### src/rtl/hc595_shift_driver.sv
`default_nettype none
// ============================================================================
// Module   : hc595_shift_driver
// Brief    : Serialises one parallel word onto cascaded 74HC595 parts
//            (ds/shcp), then pulses the storage latch (stcp).
// Revision : 1.0 - initial release
// ============================================================================
module hc595_shift_driver #(
    parameter int DATA_W    = 16,
    parameter int CLK_DIV   = 2,
    parameter bit MSB_FIRST = 1'b1
) (
    input  logic              clk,
    input  logic              rst_n,
    input  logic [DATA_W-1:0] din,
    input  logic              din_valid,
    output logic              din_ready,
    output logic              busy,
    output logic              shcp,
    output logic              stcp,
    output logic              ds
);

    localparam int c_DIV_W = (CLK_DIV > 1) ? $clog2(CLK_DIV) : 1;
    localparam int c_CNT_W = $clog2(DATA_W + 1);
    localparam logic [c_DIV_W-1:0] c_DIV_LAST = c_DIV_W'(CLK_DIV - 1);
    localparam logic [c_CNT_W-1:0] c_BIT_LAST = c_CNT_W'(DATA_W - 1);

    typedef enum logic [1:0] {
        ST_IDLE  = 2'd0,
        ST_SHIFT = 2'd1,
        ST_LATCH = 2'd2
    } state_t;

    state_t              r_state;
    state_t              w_state_nxt;
    logic [DATA_W-1:0]   r_shift;
    logic [DATA_W-1:0]   w_shift_nxt;
    logic [DATA_W-1:0]   w_shifted;
    logic [DATA_W-1:0]   w_loaded;
    logic [c_CNT_W-1:0]  r_bit;
    logic [c_CNT_W-1:0]  w_bit_nxt;
    logic [c_DIV_W-1:0]  r_div;
    logic [c_DIV_W-1:0]  w_div_nxt;
    logic                r_shcp;
    logic                w_shcp_nxt;
    logic                r_stcp;
    logic                w_stcp_nxt;
    logic                r_ds;
    logic                w_ds_nxt;
    logic                w_first_bit;
    logic                w_next_bit;
    logic                w_div_wrap;
    logic                w_accept;

    // The register holds the bits still to be sent, with the next one at the
    // end that is shifted out; the first bit goes straight from din to ds.
    generate
        if (MSB_FIRST) begin : g_msb_first
            assign w_first_bit = din[DATA_W-1];
            assign w_loaded    = {din[DATA_W-2:0], 1'b0};
            assign w_next_bit  = r_shift[DATA_W-1];
            assign w_shifted   = {r_shift[DATA_W-2:0], 1'b0};
        end else begin : g_lsb_first
            assign w_first_bit = din[0];
            assign w_loaded    = {1'b0, din[DATA_W-1:1]};
            assign w_next_bit  = r_shift[0];
            assign w_shifted   = {1'b0, r_shift[DATA_W-1:1]};
        end
    endgenerate

    assign w_accept   = din_valid && (r_state == ST_IDLE);
    assign w_div_wrap = (r_div == c_DIV_LAST);

    always_ff @(posedge clk or negedge rst_n) begin
        if (!rst_n) begin
            r_state <= ST_IDLE;
            r_shift <= '0;
            r_bit   <= '0;
            r_div   <= '0;
            r_shcp  <= 1'b0;
            r_stcp  <= 1'b0;
            r_ds    <= 1'b0;
        end else begin
            r_state <= w_state_nxt;
            r_shift <= w_shift_nxt;
            r_bit   <= w_bit_nxt;
            r_div   <= w_div_nxt;
            r_shcp  <= w_shcp_nxt;
            r_stcp  <= w_stcp_nxt;
            r_ds    <= w_ds_nxt;
        end
    end

    always_comb begin
        w_state_nxt = r_state;
        w_shift_nxt = r_shift;
        w_bit_nxt   = r_bit;
        w_div_nxt   = r_div;
        w_shcp_nxt  = r_shcp;
        w_stcp_nxt  = r_stcp;
        w_ds_nxt    = r_ds;

        case (r_state)
            ST_IDLE: begin
                if (w_accept) begin
                    w_state_nxt = ST_SHIFT;
                    w_shift_nxt = w_loaded;
                    w_bit_nxt   = '0;
                    w_div_nxt   = '0;
                    w_shcp_nxt  = 1'b0;
                    w_stcp_nxt  = 1'b0;
                    w_ds_nxt    = w_first_bit;
                end
            end

            ST_SHIFT: begin
                if (!w_div_wrap) begin
                    w_div_nxt = r_div + 1'b1;
                end else begin
                    w_div_nxt = '0;
                    if (!r_shcp) begin
                        // Second half of the bit: rising shcp mid-bit.
                        w_shcp_nxt = 1'b1;
                    end else if (r_bit == c_BIT_LAST) begin
                        // ds keeps the last bit while the latch pulses.
                        w_state_nxt = ST_LATCH;
                        w_shcp_nxt  = 1'b0;
                        w_stcp_nxt  = 1'b1;
                    end else begin
                        w_shcp_nxt  = 1'b0;
                        w_bit_nxt   = r_bit + 1'b1;
                        w_shift_nxt = w_shifted;
                        w_ds_nxt    = w_next_bit;
                    end
                end
            end

            ST_LATCH: begin
                if (!w_div_wrap) begin
                    w_div_nxt = r_div + 1'b1;
                end else begin
                    w_state_nxt = ST_IDLE;
                    w_div_nxt   = '0;
                    w_bit_nxt   = '0;
                    w_stcp_nxt  = 1'b0;
                    w_ds_nxt    = 1'b0;
                end
            end

            default: begin
                w_state_nxt = ST_IDLE;
            end
        endcase
    end

    assign din_ready = (r_state == ST_IDLE);
    assign busy      = ~din_ready;
    assign shcp      = r_shcp;
    assign stcp      = r_stcp;
    assign ds        = r_ds;

endmodule
`default_nettype wire

### config.mk
export PLATFORM = sky130hd
export DESIGN_NAME = hc595_shift_driver
export DESIGN_NICKNAME = d
export VERILOG_FILES = /design/src/rtl/hc595_shift_driver.sv
export SDC_FILE = /design/constraint.sdc
export NUM_CORES = 1
export LEC_CHECK = 0
export ABC_CLOCK_PERIOD_IN_PS = 2600
export BUFFER_PORTS_ARGS = -buffer_cell sky130_fd_sc_hd__buf_2
export CAP_MARGIN = 10
export CORE_ASPECT_RATIO = 1.1
export CORE_MARGIN = 3
export CORE_UTILIZATION = 45
export CTS_CLUSTER_SIZE = 14
export DETAILED_ROUTE_END_ITERATION = 16
export PLACE_DENSITY = 0.65
export SYNTH_ARGS = -nofsm -noshare
export SYNTH_HDL_FRONTEND = slang
export SYNTH_SLANG_ARGS = --single-unit
### constraint.sdc
create_clock -name clk -period 2.6 [get_ports clk]
set_clock_uncertainty 0.15 [all_clocks]
set_input_delay 0.52 -clock clk [delete_from_list [all_inputs] [get_ports clk]]
set_output_delay 0.52 -clock clk [all_outputs]
set_load 0.1 [all_outputs]
==> results_dict.tcl, run 1 <==
set metrics [dict create \
    status "completed" \
    hold_viol 0 \
    synth.distinct_cells 29 \
    floorplan.initialDensity 0.483 \
    critical_path_class "reg2out" \
    dpl.hpwl_mm 1.97 \
    numCtsBuffers 3 \
    cts_tree "built" \
    synth_area_per_cell_um2 10.1 \
    setup_tns_ns 0 \
    fp.dieArea_um2 3760 \
    routed_wl_mm 2.60 \
    slew_headroom 0.623 \
    diodes 0 \
    area_delta_synth_final_pct 13.1 \
    ctsHtreeMaxLevel 1 \
    synth_nets 162 \
    pre_cts_ws_ns 0.406 \
    num-nets-final 186 \
    critical_path.max_fanout 8 \
    numPortBuffers 23 \
    drv_slew 0 \
    vias 1028 \
    antenna_found_initial 0 \
    rrSetupSlack_ns 0.37 \
    cts_root_buf "clkbuf_4" \
    grt_max_degree 30 \
    first_pass_iters 4 \
    final.min_clock_period_ns 2.26 \
    cp-end-kind "output port" \
    via_per_inst 5.35 \
    post-cts-setup-buffers 0 \
    grt_overflow 0 \
    cp.arrival_ns 1.59 \
    initialDrtViolationCount 27 \
    fp-row-count 20 \
    clockBufferDepth 2 \
    ys_ff_latch 26 \
    start_kind "register" \
    final_area_um2 1560 \
    core_area_um2 2850 \
    fin_crit_sh 0.870 \
    drc 0 \
    die_x_um 58.8 \
    gp_congestion 0.811 \
    tightest_slew_ns 0.565 \
    insertion_delay_ns 0.31 \
    post_cts_resized 0 \
    layout-drive-gt1-share 0.239 \
    wl_per_cell_um 13.5 \
    max_freq_ghz 0.442 \
    clock-sinks 26 \
    rr_worst_depth 6 \
    placed_area_um2 1520 \
    r2r_end "ds" \
    clkTransAtPathRegs_ns 0.14 \
    yosys_warnings 0 \
    die_height_um 64.1 \
    syn_inst 136 \
    ant_nets 0 \
    fin_ws_ns 0.337 \
    rsz0062_at_grt "no" \
    ioPinCount 24 \
    n_fill_cell 255 \
    synth_area_um2 1380 \
    final_util 0.546 \
    postCtsHoldBufs 0 \
    grt_pass1_vias 1089 \
    hold_path_class "in2async" \
    crit_required_ns 1.93 \
    drv_cap 0 \
    grtUsageTotal 0.152 \
    grt_pass1_wl_mm 4.57 \
    setup_viol 0 \
    rr_startpoint "r_state[1]" \
    ys_seq_area_frac 0.472 \
]
==> layer usage <==
layer  part of all wire  GRT usage  vias to the layer above
met5                  0          0                        -
met4             0.0054     0.0425                        0
met3              0.046     0.0202                        2
met2               0.50      0.271                       26
met1               0.44      0.187                      478
li1                   -          -                      522
==> flip-flops by register name (all words and copies together), names as in the netlist <==
name,flops
r_shift,15
r_state,2
ds,1
r_bit,5
stcp,1
shcp,1
r_div,1
==> metrics by stage <==
| stage | hold slack (ns) | cells |
|---|---|---|
| CTS | 0.0391 | 192 |
| global route | 0.0577 | 192 |
| finish | 0.0242 | 192 |
| floorplan | 0.0744 | 136 |
| detailed placement | 0.324 | 188 |
| global placement | 0.336 | 188 |
==> worst max-delay path: stages (launching register included) <==
cell and delay (ns):
dfrtp_1 0.43, inv_1 0.12, ha_2 0.27, buf_2 0.45
==> layout by cell type (no fill, tap or decap), drive strengths merged, types with 2 or more instances in the layout <==
cell / n
mux2: 3
ha: 7
dfrtp: 26
a21oi: 19
nor2: 18
clkbuf: 4
nand2: 2
o21ai: 9
nand3b: 2
nand4: 2
buf: 25
and3: 2
inv: 7
nand2b: 5
mux2i: 14
nand3: 4
==> worst max path at each step <==
stage	startpoint	to	slack, ns	cells after the start
floorplan	r_state[0]	busy	0.30	3
global placement	r_state[1]	ds	0.48	6
detailed placement	r_state[1]	ds	0.41	6
CTS	r_state[0]	din_ready	0.33	3
global route	r_state[0]	din_ready	0.25	3
finish	r_state[0]	din_ready	0.34	3
==> synthesized netlist by cell type, drive strengths merged <==
| cell | count | area [um^2] |
|---|---|---|
| nand4 | 2 | 12.5 |
| o221ai | 1 | 8.76 |
| nand2 | 2 | 7.51 |
| nand2b | 5 | 31.3 |
| nand3b | 2 | 15.0 |
| nand4b | 1 | 8.76 |
| o21ai | 9 | 45.0 |
| a21oi | 19 | 95.1 |
| mux2 | 3 | 41.3 |
| o311ai | 1 | 16.3 |
| o211ai | 1 | 7.51 |
| o2bb2ai | 1 | 8.76 |
| buf | 4 | 26.3 |
| mux2i | 14 | 140 |
| ha | 7 | 87.6 |
| dfrtp | 26 | 651 |
| and3 | 2 | 12.5 |
| or2 | 1 | 8.76 |
| o21bai | 1 | 7.51 |
| or4b | 1 | 10.0 |
| nor2b | 1 | 6.26 |
| nor2 | 18 | 67.6 |
| inv | 7 | 26.3 |
| nand3 | 4 | 20.0 |
| clkbuf | 2 | 7.51 |
| a32o | 1 | 10.0 |
==> area by class of cell <==
cell class              instances  area [um^2]  share of cell area
multi-input cells              97          674               0.433
flip-flops and latches         26          651               0.417
repair buffers                 25          130              0.0835
well taps                      33         41.3              0.0265
clock buffers                   4         36.3              0.0233
inverters                       7         26.3              0.0169
==> cells by family after synthesis <==
family	synth area share
AO/OA/AOI/OAI	0.144
adder cells (fa/ha/maj)	0.0635
buffers and inverters	0.0436
flip-flops	0.472
multiplexers	0.132
AND/OR/NAND/NOR	0.145
Power of run 1 is not shown: default switching activity piles up to over one toggle a cycle in this logic, so the estimate is an artifact.
==> inputs of run 2 (changes only) <==
Settings changed: ABC_CLOCK_PERIOD_IN_PS 2600 to 2950.
Clock period 2.6 ns to 2.95 ns, I/O delays scaled along.
==> run 2 against run 1 <==
Via count is 1.1% higher. Final cell count stayed put. Hold slack better by 0.066 ns. Utilization is 0.088 points lower. Largest cell class unchanged. Count of clock-buffer cells in the layout stayed put. Cell area is 0.16% lower. Non-clock buffer count stayed put.
==> results_dict.tcl, run 2 (synthesis results as in run 1) <==
set metrics [dict create \
    rr_worst_depth 7 \
    setup.worst_path.start "r_state[1]" \
    slew_headroom 0.612 \
    via_per_inst 5.41 \
    grtUsageTotal 0.151 \
    vias 1039 \
    fp.dieArea_um2 3760 \
    floorplan.initialDensity 0.483 \
    setup_viol 0 \
    largest_reg_flops 15 \
    slowest_delay_ns 0.48 \
    clock-sinks 26 \
    fin_ws_ns 0.518 \
    rr_startpoint "r_state[1]" \
    postCtsHoldBufs 0 \
    critical_path_class "reg2out" \
    drv_slew 0 \
    post_cts_resized 0 \
    top_register "r_shift" \
    grt_pass1_vias 1033 \
    final.min_clock_period_ns 2.43 \
    fp-row-count 20 \
    hold_path_class "in2async" \
    diodes 0 \
    pre_cts_ws_ns 0.699 \
    r2r_end "ds" \
    die_x_um 58.8 \
    ctsHtreeMaxLevel 1 \
    rsz0062_at_grt "no" \
    dp.cells 188 \
    area_delta_synth_final_pct 12.9 \
    ioPinCount 24 \
    layout.cells.non_filler 192 \
    fin_crit_sh 0.825 \
    core_area_um2 2850 \
    critical_path.max_fanout 8 \
    biggestRegsByFlops "r_shift: 15 flops, r_bit: 5 flops, r_state: 2 flops" \
    grt_pass1_wl_mm 4.47 \
    start_kind "register" \
    worstSetupEndpoint "din_ready" \
    layout-drive-gt1-share 0.233 \
    setup_tns_ns 0 \
    first_pass_iters 4 \
    post-cts-setup-buffers 0 \
    drc 0 \
    crit_chain "inv_1 -> ha_1 -> buf_2" \
    cp-end-kind "output port" \
    rrSetupSlack_ns 0.65 \
    final_common_cell "dfrtp_1" \
    cts_tree "built" \
    wl_per_cell_um 13.6 \
    numPortBuffers 23 \
    numCtsBuffers 3 \
    crit_required_ns 2.21 \
    tightest_slew_ns 0.582 \
    clockBufferDepth 2 \
    cpMaxStageDelayCell "buf_2" \
    cts_root_buf "clkbuf_4" \
    grt_overflow 0 \
    insertion_delay_ns 0.32 \
    die_height_um 64.1 \
    final_cell_mix "26 x dfrtp_1, 23 x buf_2, 18 x nor2_1, 18 x a21oi_1, 14 x mux2i_1" \
    routed_wl_mm 2.61 \
    gp_congestion 0.823 \
    ant_nets 0 \
    antenna_found_initial 0 \
    final_util 0.546 \
    grt_max_degree 30 \
    num-nets-final 186 \
    max_freq_ghz 0.411 \
    drv_cap 0 \
    dpl.hpwl_mm 1.91 \
    status "completed" \
    clkTransAtPathRegs_ns 0.14 \
    initialDrtViolationCount 17 \
    hold_viol 0 \
    cp.arrival_ns 1.69 \
]
## run 2: how the worst min path moves through the flow
| stage | to | slack, ns | cells after the start |
|---|---|---|---|
| 6_report | r_div | 0.09 | 1 |
| 5_1_grt | r_bit[2] | 0.11 | 1 |
| 4_1_cts | r_div | 0.1 | 1 |
| 3_5_place_dp | r_bit[4] | 0.33 | 1 |
| 3_3_place_gp | r_bit[4] | 0.34 | 1 |
| 2_1_floorplan | ds | 0.14 | 0 |
## run 2: layout make-up
| type | instances | area, um^2 |
|---|---|---|
| Clock buffer | 4 | 36.3 |
| Fill cell | 280 | 1300 |
| Inverter | 7 | 26.3 |
| Multi-Input combinational cell | 97 | 672 |
| Sequential cell | 26 | 651 |
| Tap cell | 33 | 41.3 |
| Timing Repair Buffer | 25 | 130 |
## run 2: metal layers
| layer | share of wire | vias to the layer above | global-route usage |
|---|---|---|---|
| met4 | 0.012 | 0 | 0.0595 |
| met5 | 0 | - | 0 |
| met2 | 0.48 | 14 | 0.229 |
| met1 | 0.48 | 496 | 0.212 |
| met3 | 0.027 | 4 | 0.0242 |
| li1 | - | 525 | - |
## run 2: stage by stage
step / cell area, um^2 / hold slack, ns
3_5_place_dp: 1520 / 0.327
3_3_place_gp: 1520 / 0.343
5_1_grt: 1560 / 0.108
6_report: 1560 / 0.0901
2_1_floorplan: 1380 / 0.144
4_1_cts: 1560 / 0.0991
## run 2: worst max-delay path, delay by kind of cell, from the launching register on
kind | cells | cell delay, ns
buffers and inverters | 2 | 0.60
DFF | 1 | 0.44
adders and majority gates | 1 | 0.32
Power of run 2 is left out for the same reason.
==> inputs of run 3 (changes only) <==
Settings changed: ABC_AREA from default to 1, ABC_CLOCK_PERIOD_IN_PS 2950 to 2200, PLACE_DENSITY 0.65 to 0.67.
Clock period 2.95 ns to 2.2 ns, I/O delays scaled along.
==> run 3 against run 2 <==
Critical path depth stayed put. Utilization up 1.3 points. Area after synthesis rose by 13%. Highest routed layer unchanged.
==> results_dict.tcl, run 3 <==
set metrics [dict create \
    hold_path_class "in2reg" \
    critical_path_class "reg2out" \
    ctsHtreeMaxLevel 1 \
    syn_inst 210 \
    ioPinCount 24 \
    synth_edf_count 0 \
    floorplan.initialDensity 0.488 \
    drv_slew 0 \
    crit_chain "inv_2 -> ha_4 -> buf_2" \
    wl_per_cell_um 11.1 \
    start_kind "register" \
    drc 0 \
    slew_headroom 0.603 \
    worstHoldStart "din[0]" \
    n_fill_cell 296 \
    final_cell_mix "105 x nand2_1, 26 x dfrtp_1, 24 x nand3_1, 22 x buf_2, 9 x inv_1" \
    critical_path.max_fanout 4 \
    cp.arrival_ns 1.49 \
    crit_required_ns 1.61 \
    fp.dieArea_um2 4190 \
    cpMaxStageDelayCell "dfrtp_1" \
    numPortBuffers 23 \
    powerDensity_nw_per_um2 1440 \
    diodes 0 \
    setup_tns_ns 0 \
    cp-end-kind "output port" \
    synth_area_per_cell_um2 7.39 \
    max_freq_ghz 0.480 \
    p_leak_uw 0.00102 \
    die_height_um 67.6 \
    vias 1346 \
    yosys-top-cells-area "dfrtp_1 42%, nand2_1 26%, nand3_1 7.7%" \
    yosys-top-cells-count "106 x nand2_1, 26 x dfrtp_1, 24 x nand3_1" \
    p_total_uw 2550 \
    area_delta_synth_final_pct 14.5 \
    final_area_um2 1780 \
    rr_startpoint "r_bit[0]" \
    clockBufferDepth 2 \
    clkTransAtPathRegs_ns 0.15 \
    synth_nets 236 \
    setup.worst_path.start "r_state[0]" \
    fin_crit_sh 0.947 \
    die_x_um 62.0 \
    core_area_um2 3180 \
    final.min_clock_period_ns 2.08 \
    hold_viol 0 \
    numCtsBuffers 3 \
    peakVddDrop_uv 696 \
    first_pass_iters 4 \
    ys_seq_area_frac 0.419 \
    setup_viol 0 \
    slowest_delay_ns 0.46 \
    via_per_inst 4.77 \
    ant_nets 0 \
    initialDrtViolationCount 89 \
    synthArstFlopShare 1.00 \
    grt_overflow 0 \
    clock-sinks 26 \
    cts_tree "built" \
    synth_area_um2 1550 \
    synth.distinct_cells 21 \
    fp-row-count 21 \
    grt_max_degree 27 \
    grt_pass1_wl_mm 5.34 \
    whs_ns 0.191 \
    gp_congestion 0.780 \
    placed_area_um2 1730 \
    tightest_slew_ns 0.595 \
    grt_pass1_vias 1215 \
    synthFlopType "dfrtp_1" \
    ys_ff_latch 26 \
    layout-drive-gt1-share 0.208 \
    dpl.hpwl_mm 2.28 \
    top_register "r_shift" \
    cts_root_buf "clkbuf_4" \
    synth_top_area_frac 0.419 \
    largest_reg_flops 15 \
    biggestRegsByFlops "r_shift: 15 flops, r_bit: 5 flops, r_state: 2 flops" \
    synth_top_area_cell "dfrtp_1" \
    grtUsageTotal 0.168 \
    insertion_delay_ns 0.33 \
    antenna_found_initial 0 \
    routed_wl_mm 3.12 \
    drv_cap 0 \
    final_common_cell "nand2_1" \
    rsz0062_at_grt "no" \
    status "completed" \
    num-nets-final 263 \
    yosys_warnings 0 \
    yosysMostFrequentCell "nand2_1" \
]
==> run 3: cell families (layout without fill, tap and decap cells) <==
family / count (synthesis) / count (layout) / share of synthesized area
buf+inv: 21 / 47 / 0.0677
compound gates: 7 / 7 / 0.0242
fa+ha+maj: 7 / 7 / 0.0564
flops: 26 / 26 / 0.419
simple gates: 149 / 149 / 0.432
==> run 3: metal layers <==
layer	up-vias	wire length [um]	GRT usage
met5	-	0	0
met4	0	27	0.0504
met3	4	135	0.0287
met2	33	1380	0.258
met1	600	1580	0.237
li1	709	-	-
==> run 3: final timing paths <==
path                                to  slack [ns]  cells past startpoint
hold reg to reg                     ds        0.34                      2
max in group asynchronous  r_shift[11]        1.03                      2
setup / recovery             din_ready        0.12                      3
min in group asynchronous     r_bit[2]        0.47                      2
setup reg to reg           r_shift[10]        0.31                     10
hold / removal              r_shift[1]        0.19                      3
==> run 3: critical path, delay by kind of cell, from the launching register on <==
kind,cells,cell delay (ns)
fa+ha+maj,1,0.16
buf+inv,2,0.54
flops,1,0.46
==> run 3: cell type report <==
cell class,count,area [um^2],share of cell area
inverter,14,56.3,0.0317
clock buffer,4,36.3,0.0204
multi-input combinational,163,811,0.456
timing repair buffer,29,165,0.0930
sequential,26,651,0.366
tap,46,57.6,0.0324
==> run 3: repair_timing <==
action	4_1_cts	5_1_grt
hold buffers	1	0
setup buffers	0	0
setup endpoints to repair	0	1
resized for setup	0	1
endpoints found under the hold margin	26	0
==> run 3: stage by stage <==
| step | worst slack [ns] | util | std cells |
|---|---|---|---|
| 6_report | 0.118 | 0.559 | 282 |
| 5_1_grt | 0.0599 | 0.559 | 282 |
| 4_1_cts | 0.0384 | 0.558 | 282 |
| 3_5_place_dp | 0.339 | 0.543 | 277 |
| 3_3_place_gp | 0.359 | 0.543 | 277 |
| 2_1_floorplan | -0.176 | - | 210 |
==> run 3: report_power, final <==
group / leakage [uW] / total (uW) / switching (uW) / internal [uW]
registers: 0.000336 / 785 / 123 / 662
clock network: 0.0000210 / 251 / 150 / 101
logic: 0.000662 / 1510 / 1040 / 469
Power figures use the tool's default switching activity.
